### config.mk
export PLATFORM = sky130hd
export DESIGN_NAME = cv32e40p_obi_arbiter
export DESIGN_NICKNAME = d
export VERILOG_FILES = /design/src/rtl/cv32e40p_obi_arbiter.sv
export SDC_FILE = /design/constraint.sdc
export NUM_CORES = 1
export LEC_CHECK = 0
export BUFFER_PORTS_ARGS = -buffer_cell sky130_fd_sc_hd__buf_2
export CORE_AREA = 10 10 116 118
export DETAILED_ROUTE_END_ITERATION = 6
export DIE_AREA = 0 0 126 128
export PLACE_DENSITY_LB_ADDON = 0.05
export SETUP_SLACK_MARGIN = 0.2
export SLEW_MARGIN = 10
export SYNTH_ARGS = -nofsm -noshare
export SYNTH_HDL_FRONTEND = slang
export SYNTH_SLANG_ARGS = --single-unit
export TNS_END_PERCENT = 20
### constraint.sdc
create_clock -name clk_i -period 3.6 [get_ports clk_i]
set_input_delay 0.36 -clock clk_i [delete_from_list [all_inputs] [get_ports clk_i]]
set_output_delay 0.36 -clock clk_i [all_outputs]
set_load 0.02 [all_outputs]
### src/rtl/cv32e40p_obi_arbiter.sv
// Round-robin OBI arbiter: N manager ports share one subordinate port.
// An in-order ID FIFO routes each response back to the port that issued the request.
module cv32e40p_obi_arbiter #(
    parameter int NUM_PORTS       = 2,
    parameter int MAX_OUTSTANDING = 2,
    parameter int ADDR_WIDTH      = 32,
    parameter int DATA_WIDTH      = 32
) (
    input  logic                                   clk_i,
    input  logic                                   rst_i,
    input  logic [NUM_PORTS-1:0]                   m_req_i,
    output logic [NUM_PORTS-1:0]                   m_gnt_o,
    input  logic [NUM_PORTS-1:0][ADDR_WIDTH-1:0]   m_addr_i,
    input  logic [NUM_PORTS-1:0]                   m_we_i,
    input  logic [NUM_PORTS-1:0][DATA_WIDTH/8-1:0] m_be_i,
    input  logic [NUM_PORTS-1:0][DATA_WIDTH-1:0]   m_wdata_i,
    output logic [NUM_PORTS-1:0]                   m_rvalid_o,
    output logic [NUM_PORTS-1:0][DATA_WIDTH-1:0]   m_rdata_o,
    output logic                                   s_req_o,
    input  logic                                   s_gnt_i,
    output logic [ADDR_WIDTH-1:0]                  s_addr_o,
    output logic                                   s_we_o,
    output logic [DATA_WIDTH/8-1:0]                s_be_o,
    output logic [DATA_WIDTH-1:0]                  s_wdata_o,
    input  logic                                   s_rvalid_i,
    input  logic [DATA_WIDTH-1:0]                  s_rdata_i,
    output logic [$clog2(MAX_OUTSTANDING+1)-1:0]   outstanding_o,
    output logic                                   err_o
);

    localparam int PW = (NUM_PORTS > 1) ? $clog2(NUM_PORTS) : 1;
    localparam int IW = (MAX_OUTSTANDING > 1) ? $clog2(MAX_OUTSTANDING) : 1;
    localparam int CW = $clog2(MAX_OUTSTANDING + 1);
    localparam int BW = DATA_WIDTH / 8;

    logic [PW-1:0]        ptr_r;
    logic                 lock_r;
    logic [PW-1:0]        lock_port_r;
    logic [PW-1:0]        id_fifo_r [MAX_OUTSTANDING];
    logic [IW-1:0]        wr_ptr_r;
    logic [IW-1:0]        rd_ptr_r;
    logic [CW-1:0]        count_r;
    logic                 err_r;

    logic                 low_found_s;
    logic [PW-1:0]        low_port_s;
    logic                 high_found_s;
    logic [PW-1:0]        high_port_s;
    logic [PW-1:0]        sel_s;
    logic                 sel_valid_s;
    logic                 has_space_s;
    logic                 s_req_s;
    logic                 hs_s;
    logic                 pop_s;
    logic                 stray_s;
    logic [PW-1:0]        head_s;
    logic [NUM_PORTS-1:0] sel_hit_s;

    function automatic logic [PW-1:0] next_port(input logic [PW-1:0] port);
        return (port == PW'(NUM_PORTS - 1)) ? {PW{1'b0}} : port + PW'(1);
    endfunction

    function automatic logic [IW-1:0] next_slot(input logic [IW-1:0] slot);
        return (slot == IW'(MAX_OUTSTANDING - 1)) ? {IW{1'b0}} : slot + IW'(1);
    endfunction

    // Round-robin pick: first requester at or above ptr, else lowest requester (wrap).
    always_comb begin
        low_found_s  = 1'b0;
        low_port_s   = {PW{1'b0}};
        high_found_s = 1'b0;
        high_port_s  = {PW{1'b0}};
        for (int p = NUM_PORTS - 1; p >= 0; p--) begin
            low_port_s   = m_req_i[p] ? PW'(p) : low_port_s;
            low_found_s  = low_found_s | m_req_i[p];
            high_port_s  = (m_req_i[p] && (PW'(p) >= ptr_r)) ? PW'(p) : high_port_s;
            high_found_s = high_found_s | (m_req_i[p] && (PW'(p) >= ptr_r));
        end
    end

    // A pending unaccepted request keeps its port selected until the handshake.
    assign sel_s       = lock_r ? lock_port_r : (high_found_s ? high_port_s : low_port_s);
    assign sel_valid_s = ~rst_i & (lock_r | low_found_s);
    assign has_space_s = (count_r < CW'(MAX_OUTSTANDING));
    assign s_req_s     = sel_valid_s & has_space_s;
    assign hs_s        = s_req_s & s_gnt_i;
    assign head_s      = id_fifo_r[rd_ptr_r];
    assign pop_s       = ~rst_i & s_rvalid_i & (count_r != {CW{1'b0}});
    assign stray_s     = ~rst_i & s_rvalid_i & (count_r == {CW{1'b0}});

    // Address-phase mux and grant decode for the selected port.
    always_comb begin
        m_gnt_o   = {NUM_PORTS{1'b0}};
        sel_hit_s = {NUM_PORTS{1'b0}};
        s_addr_o  = {ADDR_WIDTH{1'b0}};
        s_we_o    = 1'b0;
        s_be_o    = {BW{1'b0}};
        s_wdata_o = {DATA_WIDTH{1'b0}};
        for (int p = 0; p < NUM_PORTS; p++) begin
            sel_hit_s[p] = sel_valid_s & (sel_s == PW'(p));
            m_gnt_o[p]   = sel_hit_s[p] & hs_s;
            s_addr_o     = s_addr_o  | ({ADDR_WIDTH{sel_hit_s[p]}} & m_addr_i[p]);
            s_we_o       = s_we_o    | (sel_hit_s[p] & m_we_i[p]);
            s_be_o       = s_be_o    | ({BW{sel_hit_s[p]}} & m_be_i[p]);
            s_wdata_o    = s_wdata_o | ({DATA_WIDTH{sel_hit_s[p]}} & m_wdata_i[p]);
        end
    end

    // Response routing to the port at the FIFO head.
    always_comb begin
        m_rvalid_o = {NUM_PORTS{1'b0}};
        m_rdata_o  = {(NUM_PORTS * DATA_WIDTH){1'b0}};
        for (int p = 0; p < NUM_PORTS; p++) begin
            m_rvalid_o[p] = pop_s & (head_s == PW'(p));
            m_rdata_o[p]  = {DATA_WIDTH{pop_s & (head_s == PW'(p))}} & s_rdata_i;
        end
    end

    // Priority pointer and address-phase lock.
    always_ff @(posedge clk_i or posedge rst_i) begin
        if (rst_i) begin
            ptr_r       <= {PW{1'b0}};
            lock_r      <= 1'b0;
            lock_port_r <= {PW{1'b0}};
        end else if (hs_s) begin
            ptr_r  <= next_port(sel_s);
            lock_r <= 1'b0;
        end else if (s_req_s) begin
            lock_r      <= 1'b1;
            lock_port_r <= sel_s;
        end
    end

    // ID FIFO storage and pointers.
    always_ff @(posedge clk_i or posedge rst_i) begin
        if (rst_i) begin
            wr_ptr_r <= {IW{1'b0}};
            rd_ptr_r <= {IW{1'b0}};
            for (int i = 0; i < MAX_OUTSTANDING; i++) begin
                id_fifo_r[i] <= {PW{1'b0}};
            end
        end else begin
            if (hs_s) begin
                id_fifo_r[wr_ptr_r] <= sel_s;
                wr_ptr_r            <= next_slot(wr_ptr_r);
            end
            if (pop_s) begin
                rd_ptr_r <= next_slot(rd_ptr_r);
            end
        end
    end

    // In-flight counter.
    always_ff @(posedge clk_i or posedge rst_i) begin
        if (rst_i) begin
            count_r <= {CW{1'b0}};
        end else begin
            case ({hs_s, pop_s})
                2'b10:   count_r <= count_r + CW'(1);
                2'b01:   count_r <= count_r - CW'(1);
                default: count_r <= count_r;
            endcase
        end
    end

    // Sticky flag for a response arriving with nothing in flight.
    always_ff @(posedge clk_i or posedge rst_i) begin
        if (rst_i) begin
            err_r <= 1'b0;
        end else if (stray_s) begin
            err_r <= 1'b1;
        end
    end

    assign s_req_o       = s_req_s;
    assign outstanding_o = count_r;
    assign err_o         = err_r;

endmodule

==> metrics.txt <==
Final TNS setup=0 ps; Psw=1.51 mW; CTS tree=done; Hold Crit Class=register to register; Clock Power Share=0.086; vias in the first global route=3762; crit path max fanout=22; fin crit period=2530 ps; Pins Over Slew Limit=0; type of destination of the critical path=output port; Crit Path Class=register to output port; Port Buf Inserts=316; total die area=16100 sq um; initial antenna violation count=0; via count=3751; M2 GR Usage=0.304; Remaining DRCs=0; RSZ-0062 raised after global routing=false; outcome=finished clean; Routed WL per cell=18.5 um; Hold WS=452 ps; Routed Antenna Nets=0; largest cells by area after synthesis=o32ai_1 (22%), and3_1 (17%), inv_1 (11%); total power=2.54 mW; WL final=14600 um; predominant post-synthesis flop cell=dfrtp_1; IO Pins=317; leakage=2.72 nW; clk_skew=1.49 ps; worst-path cell chain=nand2b_1 -> a31oi_4 -> buf_4 -> o32ai_1 -> buf_2; Clock transition at path regs=40 ps; Resize count post-CTS=0; most instantiated cells after synthesis=inv_1 (70), nand2_1 (70), and3_1 (64); grt ovf=0; GRT met3 Usage=0.0505; drt first pass iters=4; routability cong.=0.869; Synth area leader=o32ai_1; cell area after placement=4010 sq um; Worst setup SP type=register; vias per std cell=4.74; achievable clock frequency=395 MHz; total track usage=0.161; GR peak layer=met2; EDFF count, synth=0; CTS Buffer Depth=2; ys async rst share=1.00; clk root buf=clkbuf_16; sequential-to-total area share from yosys stat=0.105; cts bufs inserted=3; Multi-input gate area=1660 sq um; Final Cell Area=4100 sq um; largest net degree at the start of global routing=74; sequential cell area=250 sq um; part of the power in combinational logic=0.824; Req. time, crit path=3240 ps; Iteration-0 DRC Markers=200; met1 Use GR=0.177; Die Y=128 um; syn_area_per_cell=6.53 sq um; post-synth cell types=34; DP Wirelength=11900 um; clock sinks=10; WP data arrival=2170 ps; Setup-failing EPs final=0; relative slew slack=0.451; Worst Tran Pin Value=823 ps; area share of the leading cell type in the synthesized netlist=0.217; final hold violations=0; Net Count, Synth=542; switching share of power=0.593; Mapped Cells=365; final period utilization=0.703; Seq cells post-synth=10; fillers=1247; Core Rows=39; layout cell share with drive strength beyond 1=0.534; power share of the sequential group=0.090; ANT cells=0; pwr dens=620 nW/um^2; first-pass GRT wire length=21700 um; cell type of the slowest stage on the worst timing path=a31oi_4; max_cap viols=0; CORE AREA=11200 sq um; Largest stage delay, worst path=630 ps; hold-fix buffers at CTS=0; Worst VDD drop=0.337 mV; Synth warnings=0; postcts setup bufs=0; Area growth, synth to finish=71.9%; Final Net Count=826; Placement Setup Slack=1280 ps; Pint=1.03 mW; Max H-tree Level=1; Mapped Area=2380 sq um; initial core utilization=0.212; Die X=126 um; Worst-Skew Late Latency=230 ps; final worst slack=1070 ps
area by class of cell:
type                       count  area share
inverter                      71      0.0650
tap                          143      0.0437
timing repair buffer         323       0.405
sequential                    10      0.0611
multi-input combinational    240       0.404
clock buffer                   4      0.0217
worst paths after layout:
kind                                  startpoint  slack, ps  cells after the start          endpoint
worst min-delay path                       err_o        450                      1             err_o
worst min register to register             err_o        450                      1             err_o
min in group asynchronous                  rst_i        650                      3      id_fifo_r[1]
worst max register to register  outstanding_o[1]       1790                      6  outstanding_o[1]
max in group asynchronous                  rst_i       2770                      3             err_o
worst max-delay path                       ptr_r       1070                      5     s_wdata_o[31]
power groups by stage:
stage                     Combinational (mW)  Sequential (mW)  Clock, mW
after floorplan                         1.45            0.229          0
after global placement                  2.12            0.225          0
after detailed placement                2.12            0.231          0
after CTS                               2.12            0.229      0.221
after global routing                    2.27            0.240      0.229
final                                   2.10            0.229      0.218
sequential cells by signal (all words and copies together) (netlist names):
signal,count
wr_ptr_r,1
err_o,1
lock_r,1
ptr_r,1
id_fifo_r,2
rd_ptr_r,1
lock_port_r,1
outstanding_o,2
through the flow:
stage	utilization	std cells
final	0.365	791
after global placement	0.357	787
after floorplan	-	365
after CTS	0.365	791
after detailed placement	0.357	787
after global routing	0.365	791
per-layer routing:
metal / wire [um] / part of all wire / vias to the layer above
li1: - / - / 1852
met1: 5370 / 0.37 / 1704
met2: 7840 / 0.54 / 185
met3: 1250 / 0.085 / 10
met4: 141 / 0.0097 / 0
met5: 0 / 0 / -
kinds of logic after synthesis:
group	count (synthesis)	share of synthesized area
adder cells (fa/ha/maj)	1	0.00525
XOR/XNOR	5	0.0184
AO/OA/AOI/OAI	79	0.317
flip-flops	10	0.105
AND/OR/NAND/NOR	152	0.331
buffers and inverters	115	0.209
multiplexers	3	0.0152
worst max-delay path: cells and delay by family, from the launching register on:
family	cells	cell delay (ps)
buf+inv	2	610
flops	1	380
simple gates	1	180
compound gates	2	760
cells in the final DEF, fill, tap and decap left out:
cell type / n
a31oi_1: 3
dfrtp_1: 10
nor3_1: 1
inv_1: 70
mux2i_2: 1
a21oi_1: 3
and3_1: 64
and2_1: 3
clkbuf_16: 3
nor2b_1: 2
and2b_1: 1
nor4b_1: 1
nor4bb_1: 1
mux2_2: 1
nor2_1: 4
a31oi_4: 2
a21o_1: 1
xnor2_1: 3
xor2_1: 2
nor2b_2: 1
nand2b_1: 1
and2_4: 1
inv_2: 1
nand2_1: 70
o32ai_2: 10
buf_2: 316
o21a_1: 1
o32ai_1: 59
or3_1: 1
nand3_4: 1
mux2_4: 1
buf_12: 2
ha_1: 1
buf_4: 5
clkbuf_8: 1
No activity file was read; power rests on OpenSTA's default activity.
